### src/rtl/dmem_arbiter.sv
// dmem_arbiter: two-port arbiter/sequencer sharing one single-port DataMemory
module dmem_arbiter #(
  parameter int ADDR_WIDTH = 32,
  parameter int DATA_WIDTH = 32,
  parameter bit FIXED_PRIO = 1'b0
) (
  input  logic                  Clk,
  input  logic                  Reset_n,
  input  logic                  A_Req,
  input  logic                  A_Wr,
  input  logic [ADDR_WIDTH-1:0] A_Addr,
  input  logic [DATA_WIDTH-1:0] A_WData,
  output logic                  A_Ack,
  output logic                  A_Err,
  output logic [DATA_WIDTH-1:0] A_RData,
  input  logic                  B_Req,
  input  logic                  B_Wr,
  input  logic [ADDR_WIDTH-1:0] B_Addr,
  input  logic [DATA_WIDTH-1:0] B_WData,
  output logic                  B_Ack,
  output logic                  B_Err,
  output logic [DATA_WIDTH-1:0] B_RData,
  output logic [ADDR_WIDTH-1:0] MemAddress,
  output logic [DATA_WIDTH-1:0] MemWData,
  output logic                  MemWrite,
  output logic                  MemRead,
  input  logic [DATA_WIDTH-1:0] MemRData
);

  typedef enum logic [1:0] {IDLE, ACCESS, RESP} state_t;

  state_t                state, nextState;
  logic                  selB, wrQ, lastB, misaligned, grantB, anyReq;
  logic [ADDR_WIDTH-1:0] addrQ;
  logic [DATA_WIDTH-1:0] wDataQ, aRDataQ, bRDataQ;

  assign anyReq     = A_Req || B_Req;
  assign grantB     = B_Req && (!A_Req || (!FIXED_PRIO && !lastB));
  assign misaligned = addrQ[1:0] != 2'b00;
  assign A_RData    = aRDataQ;
  assign B_RData    = bRDataQ;

  // state register; reset forces IDLE so strobes drop without waiting for a clock
  always_ff @(posedge Clk or negedge Reset_n)
    if (!Reset_n) state <= IDLE;
    else state <= nextState;

  // every access is a fixed IDLE -> ACCESS -> RESP walk
  always_comb
    nextState = state == IDLE ? (anyReq ? ACCESS : IDLE) : state == ACCESS ? RESP : IDLE;

  // memory strobes only in ACCESS (suppressed if misaligned), handshake only in RESP
  always_comb begin
    MemAddress = state == ACCESS ? addrQ : '0;
    MemWData   = state == ACCESS ? wDataQ : '0;
    MemWrite   = state == ACCESS && !misaligned && wrQ;
    MemRead    = state == ACCESS && !misaligned && !wrQ;
    A_Ack      = state == RESP && !selB;
    B_Ack      = state == RESP && selB;
    A_Err      = A_Ack && misaligned;
    B_Err      = B_Ack && misaligned;
  end

  // latch the winning request and remember who was granted for round-robin
  always_ff @(posedge Clk or negedge Reset_n)
    if (!Reset_n) begin
      selB   <= 1'b0;
      wrQ    <= 1'b0;
      addrQ  <= '0;
      wDataQ <= '0;
      lastB  <= 1'b1;
    end else if (state == IDLE && anyReq) begin
      selB   <= grantB;
      wrQ    <= grantB ? B_Wr : A_Wr;
      addrQ  <= grantB ? B_Addr : A_Addr;
      wDataQ <= grantB ? B_WData : A_WData;
      lastB  <= grantB;
    end

  // capture read data (or zero on misalignment) for the winner only
  always_ff @(posedge Clk or negedge Reset_n)
    if (!Reset_n) begin
      aRDataQ <= '0;
      bRDataQ <= '0;
    end else if (state == ACCESS && (misaligned || !wrQ)) begin
      if (selB) bRDataQ <= misaligned ? '0 : MemRData;
      else aRDataQ <= misaligned ? '0 : MemRData;
    end

endmodule

### config.mk
export PLATFORM = sky130hd
export DESIGN_NAME = dmem_arbiter
export DESIGN_NICKNAME = d
export VERILOG_FILES = /design/src/rtl/dmem_arbiter.sv
export SDC_FILE = /design/constraint.sdc
export NUM_CORES = 1
export LEC_CHECK = 0
export CORE_MARGIN = 8
export CORE_UTILIZATION = 40
export DETAILED_ROUTE_END_ITERATION = 12
export GPL_ROUTABILITY_DRIVEN = 0
export HOLD_SLACK_MARGIN = 0.05
export MAX_ROUTING_LAYER = met4
export PLACE_DENSITY = 0.75
export SETUP_SLACK_MARGIN = 0.5
export SYNTH_ARGS = -nofsm -noshare
export SYNTH_HDL_FRONTEND = slang
export SYNTH_SLANG_ARGS = --single-unit
### constraint.sdc
create_clock -name Clk -period 2.7 [get_ports Clk]
set_input_delay 0.27 -clock Clk [delete_from_list [all_inputs] [get_ports Clk]]
set_output_delay 0.27 -clock Clk [all_outputs]
set_load 0.05 [all_outputs]
==> Yosys cells after proc, flatten, opt, wreduce, memory -nomap -nowiden <==
Index checks and enable logic that the tools add are counted.
{ "totals": {"output_inout_bits": 134, "latch_bits": 0, "inputBits": 166, "ff_bits": 133, "ramBits": 0, "mem_bits_ro": 0, "wordCells": 42, "mem_count": 0} }
{ "classes": {"multipliers": 0, "n_eq_ne": 2, "muxes": 9, "n_lt_le_gt_ge": 0, "bitwise": 1, "n_div": 0, "reduce_logical": 22, "add_sub_neg": 0, "n_shift": 0} }
{ "op_table": {"columns": ["operator", "count"], "rows": [
  ["$mux W32", 5],
  ["$logic_and A1 B1 Y1", 10],
  ["$logic_not A1 Y1", 5],
  ["$mux W2", 2],
  ["$reduce_and A2 Y1", 2],
  ["$logic_or A1 B1 Y1", 3],
  ["$eq A2 B1 Y1 const B", 1],
  ["$eq A2 B2 Y1 const B", 1],
  ["$logic_not A2 Y1", 1],
  ["$mux W1", 2],
  ["$reduce_bool A2 Y1", 1],
  ["$not A1 Y1", 1]
]} }

==> Longest topological paths before layout <==
Gate-level depths: netlist of the first run.
{ "depth": {"ltp_word": 4, "ltp_mapped": 5, "depth_no_buf": 3} }

==> Least setup slack after synthesis of the first run <==
OpenSTA, ideal clock, no wires.
{ "synth_timing": {"kind": "register to output", "from": "register addrQ[1]", "to": "output port A_Err", "required_ps": 2430, "stages_incl_launch_ff": 5, "arrival_time_ps": 2342, "setup_slack_ps": 88, "cell_sequence": "dfrtp_1 -> nor2_1 -> clkbuf_2 -> clkbuf_1 -> nor4b_1"} }
{ "synth_via": {"elab_chain_len": 2} }
{ "synth_rtl": {"columns": ["element", "line_no", "source"], "rows": [
  ["start: declaration", "34", "logic [ADDR_WIDTH-1:0] addrQ;"],
  ["start signal: assignment", "75", "addrQ <= grantB ? B_Addr : A_Addr;"],
  ["$reduce_bool A2 Y1", "39", "assign misaligned = addrQ[1:0] != 2'b00;"],
  ["$logic_and A1 B1 Y1", "60", "A_Err = A_Ack && misaligned;"],
  ["end: declaration", "14", "output logic A_Err,"]
]} }
No other way between the ends.

==> Worst setup path in the final report of the first run <==
{ "layout_timing": {"from": "register state[1]", "to": "output port MemWrite"} }
{ "layout_via": {"elab_chain_len": 3} }
{ "layout_rtl": {"columns": ["element", "line_no", "source"], "rows": [
  ["start: declaration", "32", "state_t state, nextState;"],
  ["start signal: assignment", "46", "else state <= nextState;"],
  ["$eq A2 B1 Y1", "56", "MemWrite = state == ACCESS && !misaligned && wrQ;"],
  ["$logic_and A1 B1 Y1 (2 in a row)", "56", null],
  ["end: declaration", "25", "output logic MemWrite,"]
]} }
No other way between the ends.

==> metrics.txt, run 1 <==
area occupied by multi-input gates around 3300 µm²; port bufs 299; Post-Synth XOR/XNOR Area 0%; Initial Util between 40% and 50%; Seq pwr share 25.3%; Int Pwr approximately 8.0 mW; Cell variety after synth 25; Detailed Route Iter0 Violations 93; Total Wirelength 19900 µm; CTS buffer count 17; max frequency 462 MHz; CTS Sinks between 100 and 150; # IOs 300; Worst EP arrival 1890 ps; worst slew pin tran 657 ps; combinational fraction of design power 55.7%; Clock Power Share between 10% and 20%; CP peak stage delay 490 ps; die area 21500 µm²; multiplexer share of the synthesized area 37.8%; # rows 48; DP Wirelength 15700 µm; routed wire length per instance around 20 µm; min Tclk post-route 2160 ps; Nets between 900 and 1000; Synth Instances 473; post-synthesis compound-gate area fraction 0.549%; CTS tree built; antenna violations before repair 0; net count after synthesis 639; Max transition margin 56.1%; status finished, final reports clean; antenna viol nets, final 0; Synth Register Bits ~130; Reg clk slew, reported paths approximately 60 ps; Congestion Overflow GR 0; ANT cells 0; LEAKAGE 4.94 nW; Clock Path Buffers 2; sequential share of the synthesized area between 40 and 50%; crit share post-route about 80%; fill count 1277; commonest non-fill, non-tap cells in the layout 228 x clkdlybuf4s50_1, 131 x dfrtp_1, 100 x mux2_4, 96 x and2_1, 86 x mux2_2; number of global-route vias before repair 5591; largest net degree at the start of global routing 59; crit start category flip-flop; die height 147 µm; register area 3330 µm²; crit path max-delay cell type dfrtp_1; cell area power density 1280 nW/µm²; first-pass GRT wire length 30900 µm; Vias/cell 4.70; Hold Crit Class input port to async pin; endpoints failing hold 0; Core Region 17000 µm²; root buf cell clkbuf_16; Area growth syn-to-layout 58.5%; Crit Path Class flip-flop to primary output; H-tree depth 4; crit path cell chain nor2b_4, buf_6, and3_1, clkdlybuf4s15_2; Final Max Tran Viols 0; sw frac 42.4%; Power Total 13.9 mW; Net Sw Power between 5 and 6 mW; GRT Total Usage 18.9%; die width 147 µm; synth warn 0; post-synthesis adder-cell area fraction 0%; via count ~4800; syn avg cell area 14.5 µm²; Post-Route Setup TNS 0 ps; leading cell type in the layout, fill and taps excluded clkdlybuf4s50_1; required time of the critical path about 2400 ps; final setup vio count 0; RSZ-0062 raised after global routing yes; largest family of logic cells by synthesized area multiplexers; Crit. End Element primary output; clock skew 10.2 ps; Post-CTS Repair Setup Buffers 0; synthesized area between 6000 and 7000 µm²; Max Cap Viol 0; crit-path max FO 39; Clock Latency Late Sink 410 ps; Initial DRT Pass Iterations 4; DRC errors left 0; share of cells above drive strength 1 39.8%; worst vdd ir 0.593 mV; area fraction in and, or, nand and nor cells after synthesis 9.92%
cells by family (layout without fill, tap and decap cells):
family,Yosys count,in the layout
AOI/OAI and AO/OA,4,4
and+or+nand+nor,108,108
buffers and inverters,32,353
DFF,133,133
muxes,196,196
per-layer routing:
layer | GRT usage [%] | wire length, µm
met1 | 20.8 | 8110
met2 | 30.8 | 9690
met3 | 6.80 | 1620
met4 | 7.73 | 495
met5 | - | 0
power by group through the flow:
stage | logic, mW | registers (mW) | clock network (mW)
floorplan | 4.11 | 4.65 | 0
global placement | 7.82 | 3.49 | 0
detailed placement | 7.94 | 3.52 | 0
CTS | 7.84 | 3.52 | 2.68
global route | 8.09 | 3.62 | 2.78
finish | 7.72 | 3.51 | 2.63
worst max-delay path: cells and delay by family, from the launching register on:
kind          cells  cell delay [ps]
buf+inv           2              620
flops             1              490
simple gates      2              370
registers in the layout, summed over array words and instances, names as in the netlist:
| register | count |
|---|---|
| wDataQ | 32 |
| selB | 1 |
| state | 2 |
| B_RData | 32 |
| A_RData | 32 |
| lastB | 1 |
| wrQ | 1 |
| addrQ | 32 |
cell usage after synthesis:
master,n,share of area (%)
dfrtp_1,132,48
mux2_4,100,22
and2_1,96,8.8
mux2_2,86,14
clkbuf_1,10,0.55
mux2_1,10,1.6
buf_2,9,0.66
buf_6,9,1.5
nor2_1,3,0.16
and3_1,2,0.18
buf_4,2,0.22
a2111o_1,1,0.16
a21bo_2,1,0.15
a21boi_0,1,0.11
a21oi_2,1,0.13
clkbuf_2,1,0.073
dfstp_2,1,0.38
inv_1,1,0.055
nand2_1,1,0.055
nand3b_1,1,0.11
nor2b_1,1,0.092
nor3_2,1,0.15
nor3b_1,1,0.11
nor4b_1,1,0.13
nor4bb_1,1,0.15
what timing repair did:
item	in CTS	in global routing
gates resized for setup	197	49
endpoints found under the hold margin	55	0
hold buffers	1	0
setup endpoints to repair	65	58
path summary, 6_finish.rpt:
kind,to,cells past startpoint,slack [ps],startpoint
worst max-delay path,MemWrite,4,540,state[1]$_DFF_PN0_
worst min-delay path,B_RData[11]$_DFFE_PN0P_,2,390,Reset_n
worst max register to register,A_RData[7]$_DFFE_PN0P_,5,760,addrQ[1]$_DFFE_PN0P_
worst min register to register,B_RData[16]$_DFFE_PN0P_,1,490,B_RData[16]$_DFFE_PN0P_
max in group asynchronous,A_RData[22]$_DFFE_PN0P_,3,1540,Reset_n
min in group Clk,B_RData[16]$_DFFE_PN0P_,1,490,B_RData[16]$_DFFE_PN0P_
area by class of cell:
class / count / area share, %
Timing Repair Buffer: 320 / 29.4
Inverter: 1 / 0.0346
Multi-Input combinational cell: 308 / 30.9
Clock inverter: 10 / 1.76
Tap cell: 225 / 2.60
Clock buffer: 22 / 4.56
Sequential cell: 133 / 30.7
through the flow:
stage,setup slack [ps],hold WS (ps),cells,util [%],cell area [µm²]
floorplan,687,-25.6,473,-,6850
global placement,442,267,986,59.8,10200
detailed placement,352,277,986,59.8,10200
CTS,501,404,1019,64.3,10900
global route,433,447,1019,63.7,10800
finish,537,388,1019,63.7,10800
Note: power is estimated with default switching activity, not from simulation.
==> inputs of run 2 (changes only) <==
Clock period 2.7 ns to 2.2 ns, I/O delays scaled along.
==> run 2 against run 1 <==
Against the previous run:
- non-clock buffer count grew 36
- register-to-register slack lost 280 ps
- clock skew grew 3.1 ps
- wire length grew 16%
- global-route usage grew 2.3 points
- power grew 42%
- critical endpoint is now MemAddress[13]
- largest cell class is now buffers
- highest routed layer unchanged
==> metrics.txt, run 2 (synthesis results as in run 1) <==
Reg-to-Reg Start lastB$_DFFE_PN1P_; RSZ-0062 raised after global routing yes; Clock Power Share 15.1% (-3.9 points); commonest non-fill, non-tap cells in the layout 164 x clkdlybuf4s50_1, 130 x dfrtp_1, 115 x mux2_4, 80 x buf_12, 73 x mux2_2; Nets 983 (+3.8%); CTS buffer count 17 (unchanged); die height 147 µm (unchanged); Congestion Overflow GR 0 (unchanged); metal2 WL 12000 µm (+23%); LEAKAGE 5.93 nW (+20%); root buf cell clkbuf_16; worst vdd ir 0.853 mV (+44%); sw frac 41.2% (-1.2 points); fill count 1095 (-14%); worst hold slack 362 ps (-26.5 ps); min Tclk post-route approximately 1900 ps; endpoints failing hold 0 (unchanged); crit path max-delay cell type dfrtp_2; largest net degree at the start of global routing 61 (+3.4%); # rows 48 (unchanged); Post-DP Area 10900 µm² (+7.6%); die area 21500 µm² (unchanged); Clock Path Buffers 2 (unchanged); Max Cap Viol 0 (unchanged); ANT cells 0 (unchanged); CP peak stage delay 420 ps (-70 ps); Highest Signal Layer met4; final setup vio count 0 (unchanged); antenna viol nets, final 0 (unchanged); Initial DRT Pass Iterations 4 (unchanged); Buf/Inv on CP 3 (+1); Int Pwr 11.6 mW (+45%); DRC errors left 0 (unchanged); Vias/cell 4.88 (+3.9%); Crit. End Element primary output; Core Util, Final 72.9% (+9.1 points); crit start category flip-flop; worst slew pin tran 585 ps (-71.7 ps); share of cells above drive strength 1 51.2% (+11 points); CTS Sinks 133 (unchanged); leading cell type in the layout, fill and taps excluded clkdlybuf4s50_1; port bufs 299 (unchanged); Max transition margin 61.0% (+4.9 points); required time of the critical path 1980 ps (-450 ps); reg-to-reg endpoint wDataQ[27]$_DFFE_PN0P_; Net Sw Power 8.13 mW (+38%); Final Max Tran Viols 0 (unchanged); Hold Crit Class input port to async pin; Detailed Route Iter0 Violations 130 (+40%); Design Area, Final 12400 µm² (+14%); Crit path max-delay family buffers and inverters; GRT Total Usage 21.3% (+2.3 points); Post-Route Setup TNS 0 ps (unchanged); clock skew 13.3 ps (+3.09 ps); Total Wirelength 23100 µm (+16%); R2R setup slack 480 ps (-280 ps); number of global-route vias before repair 5870 (+5.0%); cell area power density 1590 nW/µm² (+24%); Area growth syn-to-layout 81.2%; Core Region 17000 µm² (unchanged); # IOs 300 (unchanged); crit-path max FO 5 (-87%); crit path cell chain nor2b_4, buf_8, buf_16, and2_4, buf_12; combinational fraction of design power 63.1% (+7.4 points); WL met1 9080 µm (+12%); CTS tree built; crit share post-route between 80% and 90%; die width 147 µm (unchanged); Seq pwr share 21.8% (-3.5 points); routed wire length per instance 21.9 µm (+12%); status finished, final reports clean; max frequency 539 MHz; Initial Util 40.2% (unchanged); Worst EP arrival 1630 ps (-260 ps); via count 5150 (+7.5%); Power Total 19.7 mW (+42%); Clock Latency Late Sink 420 ps (about the same); worst-case reg-to-reg path depth 5 (unchanged); first-pass GRT wire length 34500 µm (+12%); DP Wirelength 15800 µm (+0.98%); Crit Path Class flip-flop to primary output; antenna violations before repair 0 (unchanged); WL met3 1560 µm (-3.6%); H-tree depth 4 (unchanged); Reg clk slew, reported paths 60 ps (about the same)
## run 2: cell types whose count changed in the layout (fill, tap and decap cells not counted), moves of 12 or more
cell	previous run	this run
buf_12	7	80
and2_1	96	32
dlygate4sd2_1	2	64
buf_2	12	0
mux2_4	100	115
and2_4	0	63
clkdlybuf4s18_2	29	0
mux2_2	86	73
clkdlybuf4s15_2	20	0
clkdlybuf4s50_1	228	164
## run 2: routing by layer
metal,vias up,track usage (%)
met2,219,36.1
met4,0,7.11
met5,-,-
met3,31,6.61
met1,2563,23.3
li1,2337,-
## run 2: through the flow
step,instances,setup slack [ps]
2_1_floorplan,473,297
3_3_place_gp,983,248
3_5_place_dp,983,223
4_1_cts,1042,331
5_1_grt,1055,286
6_report,1055,346
## run 2: worst max path at each step
stage / start / end / cells past startpoint
final: state[1]$_DFF_PN0_ / MemAddress[13] / 5
after global routing: state[1]$_DFF_PN0_ / MemWrite / 5
after CTS: state[1]$_DFF_PN0_ / MemAddress[18] / 5
after detailed placement: A_Req / wDataQ[18]$_DFFE_PN0P_ / 5
after global placement: A_Req / wDataQ[14]$_DFFE_PN0P_ / 5
after floorplan: addrQ[1]$_DFFE_PN0P_ / A_Err / 4
## run 2: cell type report
class	count	area, µm²	share of cell area [%]
Clock buffer	17	425	3.44
Clock inverter	15	193	1.56
Inverter	1	3.75	0.0303
Multi-Input combinational cell	308	3600	29.1
Sequential cell	133	3330	26.9
Tap cell	225	282	2.27
Timing Repair Buffer	356	4540	36.7
## run 2: power groups by stage
stage	combinational [mW]	sequential (mW)	clock (mW)
6_report	12.5	4.30	2.97
5_1_grt	12.9	4.43	3.14
4_1_cts	12.1	4.28	3.01
3_5_place_dp	11.2	4.31	0
3_3_place_gp	11.1	4.26	0
2_1_floorplan	5.22	5.73	0
## run 2: timing repair
action / 4_1_cts / 5_1_grt
buffers inserted: 17 / 5
pin swaps: 21 / 17
hold endpoints to repair: 56 / 0
setup endpoints to repair: 203 / 186
resized for setup: 135 / 27
gates cloned: 9 / 8
hold buffers: 1 / 0
==> inputs of run 3 (changes only) <==
Clock period 2.2 ns to 1.8 ns, I/O delays scaled along.
==> run 3 against run 2 <==
Against the previous run:
- combinational power is 30% higher
- via count is 0.37% higher
- non-clock buffer count is 4 higher
- count of clock-buffer cells in the layout is 2 higher
- setup slack worse by 340 ps
- global-route usage is 1.1 points higher
- wire length is 5.2% higher
- die area stayed put
- final cell count is 0.38% higher
- critical path type unchanged
- critical endpoint is now MemWrite
- largest cell class unchanged
- largest power group unchanged
- highest routed layer unchanged
==> metrics.txt, run 3 (synthesis results as in run 1) <==
die width 147 µm (unchanged); # rows 48 (unchanged); Initial DRT Pass Iterations 4 (unchanged); status finished, final reports clean; Design Area, Final 12700 µm² (+2.3%); antenna violations before repair 1 (+1); Initial Util 40.2% (unchanged); Nets 987 (+0.41%); Clock Path Buffers 2 (unchanged); antenna viol nets, final 0 (unchanged); root buf cell clkbuf_16; GRT Total Usage 22.4% (+1.1 points); Final Max Tran Viols 0 (unchanged); die area 21500 µm² (unchanged); CP peak stage delay 420 ps (about the same); CTS tree built; CTS Sinks 133 (unchanged); Hold Crit Class input port to async pin; DRC errors left 0 (unchanged); min Tclk post-route 1800 ps; Max transition margin 76.4% (+15 points); required time of the critical path 1620 ps (-360 ps); final setup vio count 0 (unchanged); endpoints failing hold 0 (unchanged); via count 5169 (+0.37%); fill count 1005 (-8.2%); commonest non-fill, non-tap cells in the layout 190 x mux2_4, 164 x clkdlybuf4s50_1, 129 x dfrtp_1, 85 x buf_12, 64 x buf_2; cell area power density 2000 nW/µm² (+26%); LEAKAGE 6.09 nW (+2.6%); Max Cap Viol 0 (unchanged); die height 147 µm (unchanged); worst vdd ir 1.06 mV (+25%); Top cell by count, worst path buf_12; Worst EP arrival 1620 ps (about the same); dpl ws -132 ps (-355 ps); crit start category flip-flop; port bufs 299 (unchanged); first-pass GRT wire length 35800 µm (+3.9%); number of global-route vias before repair 6025 (+2.6%); Reg clk slew, reported paths 60 ps (about the same); Detailed Route Iter0 Violations 167 (+28%); CTS buffer count 17 (unchanged); Post-Route Setup TNS 0 ps (unchanged); crit-path max FO 9 (+4); Core Region 17000 µm² (unchanged); H-tree depth 4 (unchanged); Congestion Overflow GR 0 (unchanged); RSZ-0062 raised after global routing yes; Crit. End Element primary output; worst slew pin tran 354 ps (-232 ps); max frequency around 560 MHz; Final WS setup 3.32 ps (-343 ps); Power Total 25.4 mW (+29%); Vias/cell 4.88 (about the same); routed wire length per instance 22.9 µm (+4.8%); Clock Latency Late Sink 420 ps (about the same); share of cells above drive strength 1 60.4% (+9.2 points); # IOs 300 (unchanged); Post-DP Area 11200 µm² (+2.7%); Total Wirelength 24300 µm (+5.2%); register area 3330 µm² (about the same); Crit Path Class flip-flop to primary output; area occupied by multi-input gates 3890 µm² (+8.1%); crit path max-delay cell type dfrtp_2; largest net degree at the start of global routing 66 (+8.2%); crit share post-route approximately 100%; Area growth syn-to-layout 85.4%; DP Wirelength 15900 µm (about the same); leading cell type in the layout, fill and taps excluded mux2_4; clock skew 7.52 ps (-5.75 ps); crit path cell chain nor2b_4, buf_6, buf_12, and3_4, buf_12; worst hold slack 114 ps (-248 ps)
-- run 3: layout make-up --
class	instances	share of cell area (%)
antenna	1	0.0197
multi-input combinational	308	30.7
tap	225	2.22
sequential	133	26.3
clock buffer	19	3.57
timing repair buffer	360	35.5
inverter	1	0.0494
clock inverter	12	1.60
-- run 3: critical path, delay by kind of cell, from the launching register on --
kind | cells | cell delay [ps]
buf+inv | 3 | 430
flops | 1 | 420
simple gates | 2 | 330
-- run 3: path summary, 6_finish.rpt --
kind	slack, ps	end	start	cells after the start
max in group asynchronous	1100	lastB$_DFFE_PN1P_	Reset_n	3
min in group Clk	490	wDataQ[15]$_DFFE_PN0P_	B_WData[15]	3
worst max register to register	20	wrQ$_DFFE_PN0P_	state[0]$_DFF_PN0_	7
worst max-delay path	3	MemWrite	state[1]$_DFF_PN0_	5
worst min register to register	510	A_RData[10]$_DFFE_PN0P_	A_RData[10]$_DFFE_PN0P_	1
worst min-delay path	110	wDataQ[6]$_DFFE_PN0P_	Reset_n	2
-- run 3: routing by layer --
metal | share of wire, % | global-route usage [%]
met3 | 6.2 | 7.14
met4 | 2.0 | 7.26
met5 | 0 | -
met1 | 39 | 23.3
met2 | 53 | 39.4
-- run 3: repair_timing --
item                       in CTS  in global routing
pin swaps                      25                  2
hold endpoints to repair      132                  0
setup buffers                  24                  2
hold buffers                    1                  0
cloned                         16                  3
setup endpoints to repair     265                202
resized for setup             379                 40
-- run 3: report_power, final --
part,total (mW),switching (mW),internal [mW]
clock network,3.88,1.36,2.52
logic,16.2,7.96,8.22
registers,5.32,0.929,4.39
-- run 3: metrics by stage --
stage                     util, %  std cells
after detailed placement     66.1        981
after floorplan                 -        473
after global routing         74.6       1059
after global placement       66.1        981
final                        74.6       1059
after CTS                    73.2       1053
